### src/rtl/fifo_pkt_rx_pkg.sv
// Shared definitions for the FIFO packet receiver: parser states, sync marker
// and the header field layout that the MCU firmware uses too.
package fifo_pkt_rx_pkg;

  typedef enum logic [2:0] {
    ST_HUNT   = 3'd0,
    ST_CMD    = 3'd1,
    ST_LEN_LO = 3'd2,
    ST_LEN_HI = 3'd3,
    ST_DATA   = 3'd4,
    ST_CSUM   = 3'd5,
    ST_DONE   = 3'd6
  } rx_state_e;

  localparam logic [7:0] SYNC_BYTE_DEF = 8'hA5;

  // Byte offsets within a frame, counted from the sync byte.
  localparam int HDR_OFS_SYNC   = 0;
  localparam int HDR_OFS_CMD    = 1;
  localparam int HDR_OFS_LEN_LO = 2;
  localparam int HDR_OFS_LEN_HI = 3;
  localparam int HDR_BYTES      = 4;
  localparam int CSUM_BYTES     = 1;

endpackage

### src/rtl/fifo_pop_ctl.sv
// FIFO pop pacing: one fifo_oe pulse per byte, then POP_GAP idle cycles so the
// FIFO's edge detect and read pointer settle before the next sample.
module fifo_pop_ctl #(
  parameter int POP_GAP = 4
) (
  input  logic       clk,
  input  logic       sys_rst,
  input  logic       accept,
  input  logic       fifo_empty,
  input  logic [7:0] fifo_do,
  output logic       fifo_oe,
  output logic       byte_vld,
  output logic [7:0] byte_data
);
  localparam int GW = $clog2(POP_GAP + 1);

  logic [GW-1:0] gap_q, gap_d;
  logic          fire;

  always_comb begin
    fire  = !sys_rst && accept && !fifo_empty && (gap_q == '0);
    gap_d = gap_q;
    if (fire) begin
      gap_d = GW'(POP_GAP);
    end else if (gap_q != '0) begin
      gap_d = gap_q - GW'(1);
    end
  end

  assign fifo_oe   = fire;
  assign byte_vld  = fire;
  assign byte_data = fire ? fifo_do : 8'h00;

  always_ff @(posedge clk) begin
    if (sys_rst) begin
      gap_q <= '0;
    end else begin
      gap_q <= gap_d;
    end
  end

endmodule

### src/rtl/fifo_pkt_rx.sv
// Framed packet receiver: sync, cmd, len_lo, len_hi, payload, checksum.
// Optional inter-byte timeout is built in when FIFO_PKT_TIMEOUT_EN is defined.
module fifo_pkt_rx
  import fifo_pkt_rx_pkg::*;
#(
  parameter logic [7:0] SYNC_BYTE = SYNC_BYTE_DEF,
  parameter int          AW        = 9,
  parameter int          MAX_LEN   = 512,
  parameter int          POP_GAP   = 4
`ifdef FIFO_PKT_TIMEOUT_EN
  , parameter int        TOUT_CYC  = 50000
`endif
) (
  input  logic          clk,
  input  logic          sys_rst,
  input  logic          fifo_empty,
  input  logic [7:0]    fifo_do,
  output logic          fifo_oe,
  output logic          buf_we,
  output logic [AW-1:0] buf_addr,
  output logic [7:0]    buf_di,
  output logic          pkt_ready,
  output logic [7:0]    pkt_cmd,
  output logic [15:0]   pkt_len,
  input  logic          pkt_ack,
  output logic          err_csum,
  output logic          err_len,
  input  logic          err_clr
);

  rx_state_e   state_q, state_d;
  logic [7:0]  cmd_q, cmd_d;
  logic [7:0]  sum_q, sum_d;
  logic [15:0] len_q, len_d;
  logic [15:0] cnt_q, cnt_d;
  logic        pkt_ready_q, pkt_ready_d;
  logic [7:0]  pkt_cmd_q, pkt_cmd_d;
  logic [15:0] pkt_len_q, pkt_len_d;
  logic        err_csum_q, err_csum_d;
  logic        err_len_q, err_len_d;
  logic [15:0] len_new;

  logic        accept;
  logic        byte_vld;
  logic [7:0]  byte_data;
  logic        tout_expired;

  assign accept = (state_q != ST_DONE) && !tout_expired;

  fifo_pop_ctl #(
    .POP_GAP (POP_GAP)
  ) u_pop_ctl (
    .clk        (clk),
    .sys_rst    (sys_rst),
    .accept     (accept),
    .fifo_empty (fifo_empty),
    .fifo_do    (fifo_do),
    .fifo_oe    (fifo_oe),
    .byte_vld   (byte_vld),
    .byte_data  (byte_data)
  );

`ifdef FIFO_PKT_TIMEOUT_EN
  localparam int TW = $clog2(TOUT_CYC + 1);

  logic [TW-1:0] tout_q, tout_d;
  logic          tout_active;

  assign tout_active  = (state_q != ST_HUNT) && (state_q != ST_DONE);
  assign tout_expired = tout_active && (tout_q == '0);

  always_comb begin
    tout_d = tout_q;
    if (!tout_active || byte_vld) begin
      tout_d = TW'(TOUT_CYC);
    end else if (tout_q != '0) begin
      tout_d = tout_q - TW'(1);
    end
  end

  always_ff @(posedge clk) begin
    if (sys_rst) begin
      tout_q <= TW'(TOUT_CYC);
    end else begin
      tout_q <= tout_d;
    end
  end
`else
  assign tout_expired = 1'b0;
`endif

  always_comb begin
    state_d     = state_q;
    cmd_d       = cmd_q;
    sum_d       = sum_q;
    len_d       = len_q;
    cnt_d       = cnt_q;
    pkt_ready_d = pkt_ready_q;
    pkt_cmd_d   = pkt_cmd_q;
    pkt_len_d   = pkt_len_q;
    // A fresh error in the same cycle as err_clr overrides the clear below.
    err_csum_d  = err_clr ? 1'b0 : err_csum_q;
    err_len_d   = err_clr ? 1'b0 : err_len_q;
    len_new     = {byte_data, len_q[7:0]};
    buf_we      = 1'b0;
    buf_addr    = '0;
    buf_di      = 8'h00;

    if (tout_expired) begin
      state_d   = ST_HUNT;
      err_len_d = 1'b1;
    end else if (byte_vld) begin
      unique case (state_q)
        ST_HUNT: begin
          if (byte_data == SYNC_BYTE) state_d = ST_CMD;
        end
        ST_CMD: begin
          cmd_d   = byte_data;
          sum_d   = byte_data;
          state_d = ST_LEN_LO;
        end
        ST_LEN_LO: begin
          len_d   = {8'h00, byte_data};
          sum_d   = sum_q + byte_data;
          state_d = ST_LEN_HI;
        end
        ST_LEN_HI: begin
          len_d = len_new;
          sum_d = sum_q + byte_data;
          if (len_new > 16'(MAX_LEN)) begin
            err_len_d = 1'b1;
            state_d   = ST_HUNT;
          end else if (len_new == 16'd0) begin
            state_d = ST_CSUM;
          end else begin
            cnt_d   = 16'd0;
            state_d = ST_DATA;
          end
        end
        ST_DATA: begin
          buf_we   = 1'b1;
          buf_addr = cnt_q[AW-1:0];
          buf_di   = byte_data;
          sum_d    = sum_q + byte_data;
          cnt_d    = cnt_q + 16'd1;
          if (cnt_q == len_q - 16'd1) state_d = ST_CSUM;
        end
        ST_CSUM: begin
          if (byte_data == ~sum_q) begin
            pkt_cmd_d   = cmd_q;
            pkt_len_d   = len_q;
            pkt_ready_d = 1'b1;
            state_d     = ST_DONE;
          end else begin
            err_csum_d = 1'b1;
            state_d    = ST_HUNT;
          end
        end
        default: state_d = ST_HUNT;
      endcase
    end

    // DONE never fetches, so the ack path cannot collide with byte handling.
    if ((state_q == ST_DONE) && pkt_ack) begin
      pkt_ready_d = 1'b0;
      state_d     = ST_HUNT;
    end
  end

  always_ff @(posedge clk) begin
    if (sys_rst) begin
      state_q     <= ST_HUNT;
      cmd_q       <= 8'h00;
      sum_q       <= 8'h00;
      len_q       <= 16'h0000;
      cnt_q       <= 16'h0000;
      pkt_ready_q <= 1'b0;
      pkt_cmd_q   <= 8'h00;
      pkt_len_q   <= 16'h0000;
      err_csum_q  <= 1'b0;
      err_len_q   <= 1'b0;
    end else begin
      state_q     <= state_d;
      cmd_q       <= cmd_d;
      sum_q       <= sum_d;
      len_q       <= len_d;
      cnt_q       <= cnt_d;
      pkt_ready_q <= pkt_ready_d;
      pkt_cmd_q   <= pkt_cmd_d;
      pkt_len_q   <= pkt_len_d;
      err_csum_q  <= err_csum_d;
      err_len_q   <= err_len_d;
    end
  end

  assign pkt_ready = pkt_ready_q;
  assign pkt_cmd   = pkt_cmd_q;
  assign pkt_len   = pkt_len_q;
  assign err_csum  = err_csum_q;
  assign err_len   = err_len_q;

endmodule

### config.mk
export PLATFORM = sky130hd
export DESIGN_NAME = fifo_pkt_rx
export DESIGN_NICKNAME = d
export VERILOG_FILES = /design/src/rtl/fifo_pkt_rx_pkg.sv /design/src/rtl/fifo_pop_ctl.sv /design/src/rtl/fifo_pkt_rx.sv
export SDC_FILE = /design/constraint.sdc
export NUM_CORES = 1
export LEC_CHECK = 0
export ABC_AREA = 1
export CAP_MARGIN = 20
export CORE_ASPECT_RATIO = 0.75
export CORE_MARGIN = 4
export CORE_UTILIZATION = 50
export DETAILED_ROUTE_END_ITERATION = 8
export PLACE_DENSITY = 0.71
export SLEW_MARGIN = 20
export SYNTH_ARGS = -nofsm -noshare
export SYNTH_HDL_FRONTEND = slang
export SYNTH_SLANG_ARGS = --single-unit
### constraint.sdc
create_clock -name clk -period 5.8 [get_ports clk]
set_input_delay 1.16 -clock clk [delete_from_list [all_inputs] [get_ports clk]]
set_output_delay 1.16 -clock clk [all_outputs]
set_load 0.05 [all_outputs]
==> run metrics <==
Max clock buf depth=2; global route overflow=0; Worst Skew=7.70 ps; DR iter-0 viols=309; synthesized flop and latch total=81; cell row count=30; first-pass GRT wire length=between 20,000 and 25,000 um; Crit Path Max Fanout=14; WL per Instance=between 10 and 15 um; Starting Density=0.525; Slowest-stage cell, CP=clkdlybuf4s50_1; final core occ=0.622; syn nets=752; status=finished clean; CTS HTree Levels=3; Clock Latency Late Sink=350 ps; period utilization=0.783; Post-CTS Hold Buffers=0; critical path class=in -> out; Crit. End Element=output port; Cell Area, Synth=4860 um^2; max frequency=220 MHz; DP Worst Slack=roughly 1300 ps; Crit path max-delay family=buffers and inverters; Die Width=122 um; hpwl dp=9840 um; vias in the first global route=4,341; RSZ-0062 raised after global routing=false; Slew headroom=0.356; die height=93.4 um; drt total wl=13,200 um; via count=4,770; Mapped Avg Cell Area=6.69 um^2; Worst Path Required=4640 ps; Synth warnings=0; critical path data arrival time=3380 ps; CTS tree=yes; total clock buffers created by CTS=9; Antenna Cells=0; Post-CTS Resized=0; Total GRT Usage=0.243; Netlist cell types=37; Post-synth EDFFs=0; reg2reg path depth=17; critical path depth=7; sequential element share of the synthesized area=0.333; router iterations before antenna repair=5; pwr/cell area=229 nW/um^2; hold-critical path depth=2; initial antenna violation count=0; Setup TNS Final=0 ps; Post-CTS Setup Bufs=0; Layout area overhead=18.7%; Final ANT Viol Nets=0; largest net degree at the start of global routing=39; final setup violation count=0; worst stage delay on the critical path=approximately 800 ps; Final WS setup=around 1300 ps; Final GP Congestion=~0.94; clock root buffer=clkbuf_16; synthesized instance count=727; async set or reset register ratio after synthesis=0; core area=9270 um^2; Pleak=~2.5 nW; Hold Path Class=reg -> reg; Peak VDD IR=0.000175 V; # Max-Cap Violations=0; fin nets=about 800; Worst setup SP type=input pin; die footprint=11,400 um^2; final hold vios=0; Worst Path Buf+Inv=2; DRC violations left=0; # IOs=between 50 and 60; number of vias per cell=around 5.3; clock sinks=81; Period minus WS final=4540 ps; fin. max-slew vios=0; Most used DFF post-synth=dfxtp_1; fraction of layout cells with a size suffix above 1=0.0812; Slew @ Worst Pin=between 900 and 1000 ps; crit-path cells=clkdlybuf4s50_1 > nor2_1 > nand2_4 > nor2_8 > nand2_1 > nor2_1 > clkdlybuf4s50_1; fill count=911; I/O Buffers=58; Clk pin slew, worst setup/hold paths=70 ps
per-layer routing:
metal | GRT usage | vias up | part of all wire
li1 | - | 2420 | -
met1 | 0.354 | 2169 | 0.50
met2 | 0.362 | 167 | 0.42
met3 | 0.0520 | 14 | 0.074
met4 | 0.0634 | 0 | 0.013
met5 | 0 | - | 0
per-stage QoR:
| stage | hold WS [ps] | std cells | total power [mW] | area, um^2 |
|---|---|---|---|---|
| after floorplan | 441 | 727 | 0.700 | 4860 |
| after global placement | 455 | 888 | 0.734 | 5460 |
| after detailed placement | 459 | 888 | 0.739 | 5460 |
| after CTS | 475 | 904 | 1.34 | 5770 |
| after global routing | 484 | 904 | 1.38 | 5770 |
| final | 471 | 904 | 1.32 | 5770 |
layout make-up:
type                    instances  area (um^2)  share of cell area
multi-input cells             545         2810               0.487
repair buffers                 60          588               0.102
inverters                      74          279              0.0484
clock inverters                 7         87.6              0.0152
well taps                     128          160              0.0278
flip-flops and latches         81         1620               0.281
clock buffers                   9          225              0.0390
placed cells by master, fill, tap and decap left out, drive strengths merged:
| cell | count |
|---|---|
| nand2 | 183 |
| nor2 | 127 |
| dfxtp | 81 |
| inv | 76 |
| a21oi | 62 |
| clkdlybuf4s50 | 55 |
| o21ai | 53 |
| nand3 | 38 |
| xor2 | 25 |
| nand4 | 13 |
| ha | 12 |
| clkbuf | 9 |
| nor3 | 8 |
| xnor2 | 7 |
| nand3b | 6 |
| buf | 5 |
| clkinv | 4 |
| and3 | 2 |
| o21a | 2 |
| o21bai | 2 |
| nor4 | 2 |
| a221oi | 1 |
| o211ai | 1 |
| nor3b | 1 |
| bufinv | 1 |
flip-flops by register name, summed over array words and instances (netlist names), 3 cells and up:
signal           count
pkt_cmd              8
state_q              3
u_pop_ctl.gap_q      3
len_q               16
cmd_q                8
cnt_q               16
pkt_len             16
sum_q                8
cells by family (layout without fill, tap and decap cells):
family	count (synthesis)	after routing	synth area share
adders and majority gates	12	12	0.0309
buffers and inverters	101	150	0.0890
xor gates and xnor gates	32	32	0.0576
AOI/OAI and AO/OA	121	121	0.137
and+or+nand+nor	380	380	0.352
DFF	81	81	0.333
worst min-delay path: cells and delay by family, from the launching register on:
| family | cells | cell delay (ps) |
|---|---|---|
| AOI/OAI and AO/OA | 1 | 50 |
| DFF | 1 | 310 |
| and+or+nand+nor | 1 | 60 |
Yosys cell counts, types with 3 or more instances:
cell type,n,area [um^2]
o21ai_1,26,130
inv_2,5,18.8
nor2_2,4,25.0
ha_1,12,150
nor2_4,5,56.3
inv_1,68,255
dfxtp_1,81,1620
nand2_4,6,67.6
nor2_1,117,439
xor2_1,25,219
nand2_1,170,638
nand4_1,12,75.1
nor3_1,8,40.0
xnor2_1,7,61.3
o21ai_2,4,35.0
buf_2,3,15.0
nand2_2,7,43.8
clkbuf_1,17,63.8
nand3_1,37,185
a21oi_1,56,280
buf_6,6,67.6
a21oi_2,5,43.8
o21ai_0,23,115
nand3b_1,6,45.0
path summary, 6_finish.rpt:
path / slack, ps / end / startpoint
worst min register to register: 470 / err_csum / err_csum
worst min-delay path: 470 / err_csum / err_csum
worst max register to register: 2450 / pkt_len[0] / u_pop_ctl.gap_q[0]
worst max-delay path: 1260 / buf_di[4] / sys_rst
report_power, final:
group | switching, mW | internal, mW | leakage (nW) | total, mW
clock network | 0.255 | 0.343 | 0.154 | 0.598
logic | 0.106 | 0.0510 | 1.71 | 0.157
registers | 0.00447 | 0.563 | 0.653 | 0.568
total | 0.365 | 0.957 | 2.51 | 1.32
(Power assumes the default switching activity.)
